--- config.mk ---
export PLATFORM = sky130hd
export DESIGN_NAME = switch_input_reader
export DESIGN_NICKNAME = d
export VERILOG_FILES = /design/src/rtl/switch_input_reader_pkg.sv /design/src/rtl/switch_input_reader_debounce_channel.sv /design/src/rtl/switch_input_reader.sv
export SDC_FILE = /design/constraint.sdc
export NUM_CORES = 1
export LEC_CHECK = 0
export BUFFER_PORTS_ARGS = -buffer_cell sky130_fd_sc_hd__buf_2
export CORE_MARGIN = 2
export CORE_UTILIZATION = 61
export CTS_CLUSTER_SIZE = 30
export DETAILED_ROUTE_END_ITERATION = 8
export PLACE_DENSITY_LB_ADDON = 0.2
export SKIP_LAST_GASP = 1
export SLEW_MARGIN = 20
export SYNTH_ARGS = -nofsm -noshare
export SYNTH_HDL_FRONTEND = slang
export SYNTH_HIERARCHICAL = 1
export SYNTH_SLANG_ARGS = --single-unit
--- constraint.sdc ---
create_clock -name sys_clk -period 2.2 [get_ports sys_clk]
set_input_delay 0.33 -clock sys_clk [delete_from_list [all_inputs] [get_ports sys_clk]]
set_output_delay 0.33 -clock sys_clk [all_outputs]
set_load 0.01 [all_outputs]
--- src/rtl/switch_input_reader_pkg.sv ---
// Shared constants and types for the slide-switch reader.
package switch_input_reader_pkg;

  localparam int unsigned CLK_FREQ_HZ             = 100_000_000;
  localparam int unsigned DEBOUNCE_MS             = 10;
  localparam int unsigned DEBOUNCE_CYCLES_DEFAULT = (CLK_FREQ_HZ / 1000) * DEBOUNCE_MS;
  localparam int unsigned WIDTH_DEFAULT           = 16;

  typedef enum logic {
    EVT_IDLE    = 1'b0,
    EVT_PENDING = 1'b1
  } evt_state_e;

endpackage

--- src/rtl/switch_input_reader_debounce_channel.sv ---
// One switch channel: 2-flop synchroniser, stability counter, accepted level and edge pulses.
module debounce_channel
  import switch_input_reader_pkg::*;
#(
  parameter int unsigned DEBOUNCE_CYCLES = DEBOUNCE_CYCLES_DEFAULT
) (
  input  logic sys_clk,
  input  logic rst,
  input  logic raw,
  output logic state,
  output logic rise,
  output logic fall
);

  localparam int unsigned CNT_W = $clog2(DEBOUNCE_CYCLES + 1);

  logic             s1;
  logic             s2;
  logic [CNT_W-1:0] cnt;

  // Bring the asynchronous pin into the sys_clk domain.
  always_ff @(posedge sys_clk) begin
    if (rst) begin
      s1 <= 1'b0;
      s2 <= 1'b0;
    end else begin
      s1 <= raw;
      s2 <= s1;
    end
  end

  // Accept a new level only after it has differed from the current one for DEBOUNCE_CYCLES cycles.
  always_ff @(posedge sys_clk) begin
    if (rst) begin
      cnt   <= '0;
      state <= 1'b0;
      rise  <= 1'b0;
      fall  <= 1'b0;
    end else begin
      rise <= 1'b0;
      fall <= 1'b0;
      if (s2 == state) begin
        cnt <= '0;
      end else if (cnt == CNT_W'(DEBOUNCE_CYCLES - 1)) begin
        state <= s2;
        cnt   <= '0;
        rise  <= s2;
        fall  <= ~s2;
      end else begin
        cnt <= cnt + CNT_W'(1);
      end
    end
  end

endmodule

--- src/rtl/switch_input_reader.sv ---
// Debounced slide-switch reader with per-bit edge pulses and an accumulating change-event handshake.
module switch_input_reader
  import switch_input_reader_pkg::*;
#(
  parameter int unsigned WIDTH           = WIDTH_DEFAULT,
  parameter int unsigned DEBOUNCE_CYCLES = DEBOUNCE_CYCLES_DEFAULT
) (
  input  logic             sys_clk,
  input  logic             rst,
  input  logic [WIDTH-1:0] sw_raw,
  output logic [WIDTH-1:0] sw_state,
  output logic [WIDTH-1:0] sw_rise,
  output logic [WIDTH-1:0] sw_fall,
  output logic             evt_valid,
  input  logic             evt_ready,
  output logic [WIDTH-1:0] evt_mask,
  output logic [WIDTH-1:0] evt_state
);

  evt_state_e       evt_cur;
  evt_state_e       evt_next;
  logic             valid_next;
  logic [WIDTH-1:0] mask_next;
  logic [WIDTH-1:0] snap_next;
  logic [WIDTH-1:0] chg;

  // Independent debounce channel per switch.
  for (genvar i = 0; i < WIDTH; i++) begin : g_ch
    debounce_channel #(
      .DEBOUNCE_CYCLES(DEBOUNCE_CYCLES)
    ) u_ch (
      .sys_clk (sys_clk),
      .rst     (rst),
      .raw     (sw_raw[i]),
      .state   (sw_state[i]),
      .rise    (sw_rise[i]),
      .fall    (sw_fall[i])
    );
  end

  assign chg = sw_rise | sw_fall;

  // Event FSM state and registered event outputs.
  always_ff @(posedge sys_clk) begin
    if (rst) begin
      evt_cur   <= EVT_IDLE;
      evt_valid <= 1'b0;
      evt_mask  <= '0;
      evt_state <= '0;
    end else begin
      evt_cur   <= evt_next;
      evt_valid <= valid_next;
      evt_mask  <= mask_next;
      evt_state <= snap_next;
    end
  end

  // Next event state: open, accumulate, retire, or retire-and-reopen so no change is lost.
  always_comb begin
    evt_next  = evt_cur;
    mask_next = evt_mask;
    snap_next = evt_state;
    case (evt_cur)
      EVT_IDLE: begin
        if (chg != '0) begin
          evt_next  = EVT_PENDING;
          mask_next = chg;
          snap_next = sw_state;
        end
      end
      EVT_PENDING: begin
        if (evt_ready) begin
          if (chg != '0) begin
            mask_next = chg;
            snap_next = sw_state;
          end else begin
            evt_next  = EVT_IDLE;
            mask_next = '0;
          end
        end else if (chg != '0) begin
          mask_next = evt_mask | chg;
          snap_next = sw_state;
        end
      end
      default: begin
        evt_next  = EVT_IDLE;
        mask_next = '0;
      end
    endcase
    valid_next = (evt_next == EVT_PENDING);
  end

endmodule

==> results.sh <==
export IMPL_syn_num_nets=2197
export IMPL_reg2reg_depth=5
export IMPL_slew_headroom_pct=65.53
export IMPL_cts_buffers=46
export IMPL_setup_viol=0
export IMPL_synthDominantCellAreaShare_pct=44.91
export IMPL_r2r_end="g_ch[3].u_ch/cnt[13]"
export IMPL_cp_arrival_ps=2440
export IMPL_synthArstFlopShare_pct=0
export IMPL_pre_cts_ws_ps=179.0
export IMPL_clk_latency_ps=550
export IMPL_diodes=0
export IMPL_drc=0
export IMPL_worstMarginPinSlew_ps=515.2
export IMPL_synth_compound_area_share_pct=10.31
export IMPL_ys_warn_count=6
export IMPL_synth_top_family_by_area="simple AND/OR/NAND/NOR gates"
export IMPL_fin_crit_sh_pct=92.38
export IMPL_wl_per_cell_um=14.83
export IMPL_cts_resized=0
export IMPL_clkTransAtPathRegs_ps=60
export IMPL_area_growth_pct=14.78
export IMPL_overflow=0
export IMPL_synth_xor_area_share_pct=7.987
export IMPL_grt_use_total_pct=24.45
export IMPL_drive_gt1_share_pct=13.52
export IMPL_synth_flop_cell="dfxtp_1"
export IMPL_cts_tree="yes"
export IMPL_ant_nets=0
export IMPL_grt_pass1_vias=15177
export IMPL_cts_sinks=433
export IMPL_synthMuxAreaShare_pct=1.660
export IMPL_p_leak_nw=6.895
export IMPL_syn_area_mm2=0.01930
export IMPL_worstPathRequired_ps=2610
export IMPL_cts_buffer_depth=3
export IMPL_synth_area_leaders="dfxtp_1 (45%), xnor2_1 (5.7%), nor2_1 (4.9%), nand3_1 (4.5%), or4_1 (4.4%)"
export IMPL_start_util_pct=61.48
export IMPL_end_kind="register"
export IMPL_grt_max_degree=49
export IMPL_worstPathMaxFanout=8
export IMPL_grt_setup_unrepaired="no"
export IMPL_syn_avg_cell_area_um2=8.927
export IMPL_final_common_cell="dfxtp_1"
export IMPL_startpoint="g_ch[3].u_ch/cnt[13]"
export IMPL_outcome="finished clean"
export IMPL_dpl_hpwl_mm=28.08
export IMPL_setup_tns_ps=0
export IMPL_drt_first_pass_iters=7
export IMPL_hp_class="primary input to register"
export IMPL_fp_dieH_um=181.9
export IMPL_utilization_pct=70.57
export IMPL_drv_slew=0
export IMPL_min_period_ps=2032
export IMPL_r2r_setup_slack_ps=170
export IMPL_crit_type="register to register"
export IMPL_synth_top_cell_by_area="dfxtp_1"
export IMPL_rr_startpoint="g_ch[3].u_ch/cnt[13]"
export IMPL_yosysUniqueCellTypes=39
export IMPL_seq_area_frac_synth_pct=44.91
export IMPL_dieArea_mm2=0.03308
export IMPL_syn_inst=2162
export IMPL_ir_drop_mv=0.8782
export IMPL_io_pins=100
export IMPL_viasPerCell=5.862
export IMPL_h_tree_depth=2
export IMPL_fmax_ghz=0.4921
export IMPL_io_buffers=99
export IMPL_stdcell_area_mm2=0.02215
export IMPL_final_nets=2338
export IMPL_core_mm2=0.03139
export IMPL_most_common_layout_cells="dfxtp_1 (433), nor2_1 (253), nand3_1 (173), a21oi_1 (145)"
export IMPL_place_area_mm2=0.02041
export IMPL_num_rows=65
export IMPL_clock_root_buffer="clkbuf_16"
export IMPL_post_cts_buffers=0
export IMPL_synthAdderAreaFrac_pct=1.037
export IMPL_die_w_um=181.9
export IMPL_critPathLaunchType="register"
export IMPL_gp_congestion=0.8500
export IMPL_vias=16061
export IMPL_finalHoldViolations=0
export IMPL_skew_ps=15.61
export IMPL_synth_simple_area_share_pct=30.69
export IMPL_worstHoldStart="sw_raw[4]"
export IMPL_max_cap_violations=0
export IMPL_powerDensity_mw_per_mm2=738.2
export IMPL_totalWireLength_mm=40.63
export IMPL_setup_slack_ps=167.7
export IMPL_drt_iter0_markers=748
export IMPL_synth_edf_count=0
export IMPL_antenna_found_initial=0
export IMPL_crit_path_end="g_ch[3].u_ch/cnt[13]"
export IMPL_ys_ff_latch=433
export IMPL_grt_pass1_wl_mm=69.71
## synthesized netlist by cell type, types with 4 or more instances
master    instances
or4_1           112
nand2_1         126
and3_1           32
nor4_1           62
buf_2             4
or3_2            15
or3b_2           15
or3_1             6
a21oi_1         146
o31ai_1          93
o21ai_0          36
dfxtp_1         433
clkbuf_2         15
and4_2           15
buf_6            19
ha_1             16
clkbuf_1         20
nor2b_1          33
o21ai_4          16
nor3_1           63
or4b_1           31
or2_2            16
or4_4            16
nand4_1          36
nand3_1         173
nand2b_1         63
xnor2_1         126
mux2i_1          32
a21o_1           15
nor2_1          253
xor2_1           50
inv_1            67
## where the power goes
group / total [mW] / internal, mW / switching (mW)
Clock: 8.21 / 5.16 / 3.05
Combinational: 0.238 / 0.106 / 0.132
Sequential: 7.90 / 7.88 / 0.0246
## how the worst min path moves through the flow
stage,endpoint,slack [ps],cells after the start
finish,g_ch[4].u_ch/s1,30,2
global route,g_ch[4].u_ch/s1,20,2
CTS,g_ch[13].u_ch/s1,4,2
detailed placement,g_ch[6].u_ch/s2,420,1
global placement,g_ch[4].u_ch/s2,420,1
floorplan,g_ch[0].u_ch/state,400,1
## state kept, by name, indices dropped and copies added (netlist names)
| signal | flops |
|---|---|
| evt_cur | 1 |
| evt_mask | 16 |
| evt_state | 16 |
| g_ch.u_ch/cnt | 320 |
| g_ch.u_ch/fall | 16 |
| g_ch.u_ch/rise | 16 |
| g_ch.u_ch/s1 | 16 |
| g_ch.u_ch/s2 | 16 |
| g_ch.u_ch/state | 16 |
## critical path, cell delays in order (launching register included)
cell and delay, ps:
dfxtp_1 340, or4b_1 560, or4_4 520, o21ai_4 230, buf_4 210, a21oi_1 50
## metrics by stage
| step | instances | power, mW | hold WS (ps) |
|---|---|---|---|
| final | 2740 | 16.35 | 28.44 |
| after global routing | 2740 | 16.87 | 20.72 |
| after CTS | 2740 | 16.54 | 4.476 |
| after detailed placement | 2647 | 8.297 | 420.4 |
| after global placement | 2647 | 8.292 | 419.5 |
| after floorplan | 2162 | 8.186 | 399.1 |
## routing by layer
metal	GRT usage [%]	vias up	share of wire [%]
met4	7.194	0	2.4
li1	-	8103	-
met5	0	-	0
met3	3.891	70	4.4
met1	32.11	7592	46
met2	41.67	296	48
## area by class of cell
class                   instances  area [um2]
flip-flops and latches        433        8668
fillers                      2420        9239
repair buffers                153        1104
clock inverters                18       270.3
clock buffers                  65        1376
multi-input cells            1602        9981
well taps                     402       503.0
inverters                      67       251.5
## cells by family (layout without fill, tap and decap cells)
group,after synthesis,after routing
compound gates,307,307
xor+xnor,176,176
fa+ha+maj,16,16
buf+inv,127,303
flops,433,433
mux,32,32
simple gates,1071,1071
## timing repair
action                                  CTS  global route
endpoints found under the setup margin    0             0
hold buffers                             10             0
endpoints found under the hold margin    10             0
Power figures use the tool's default switching activity.
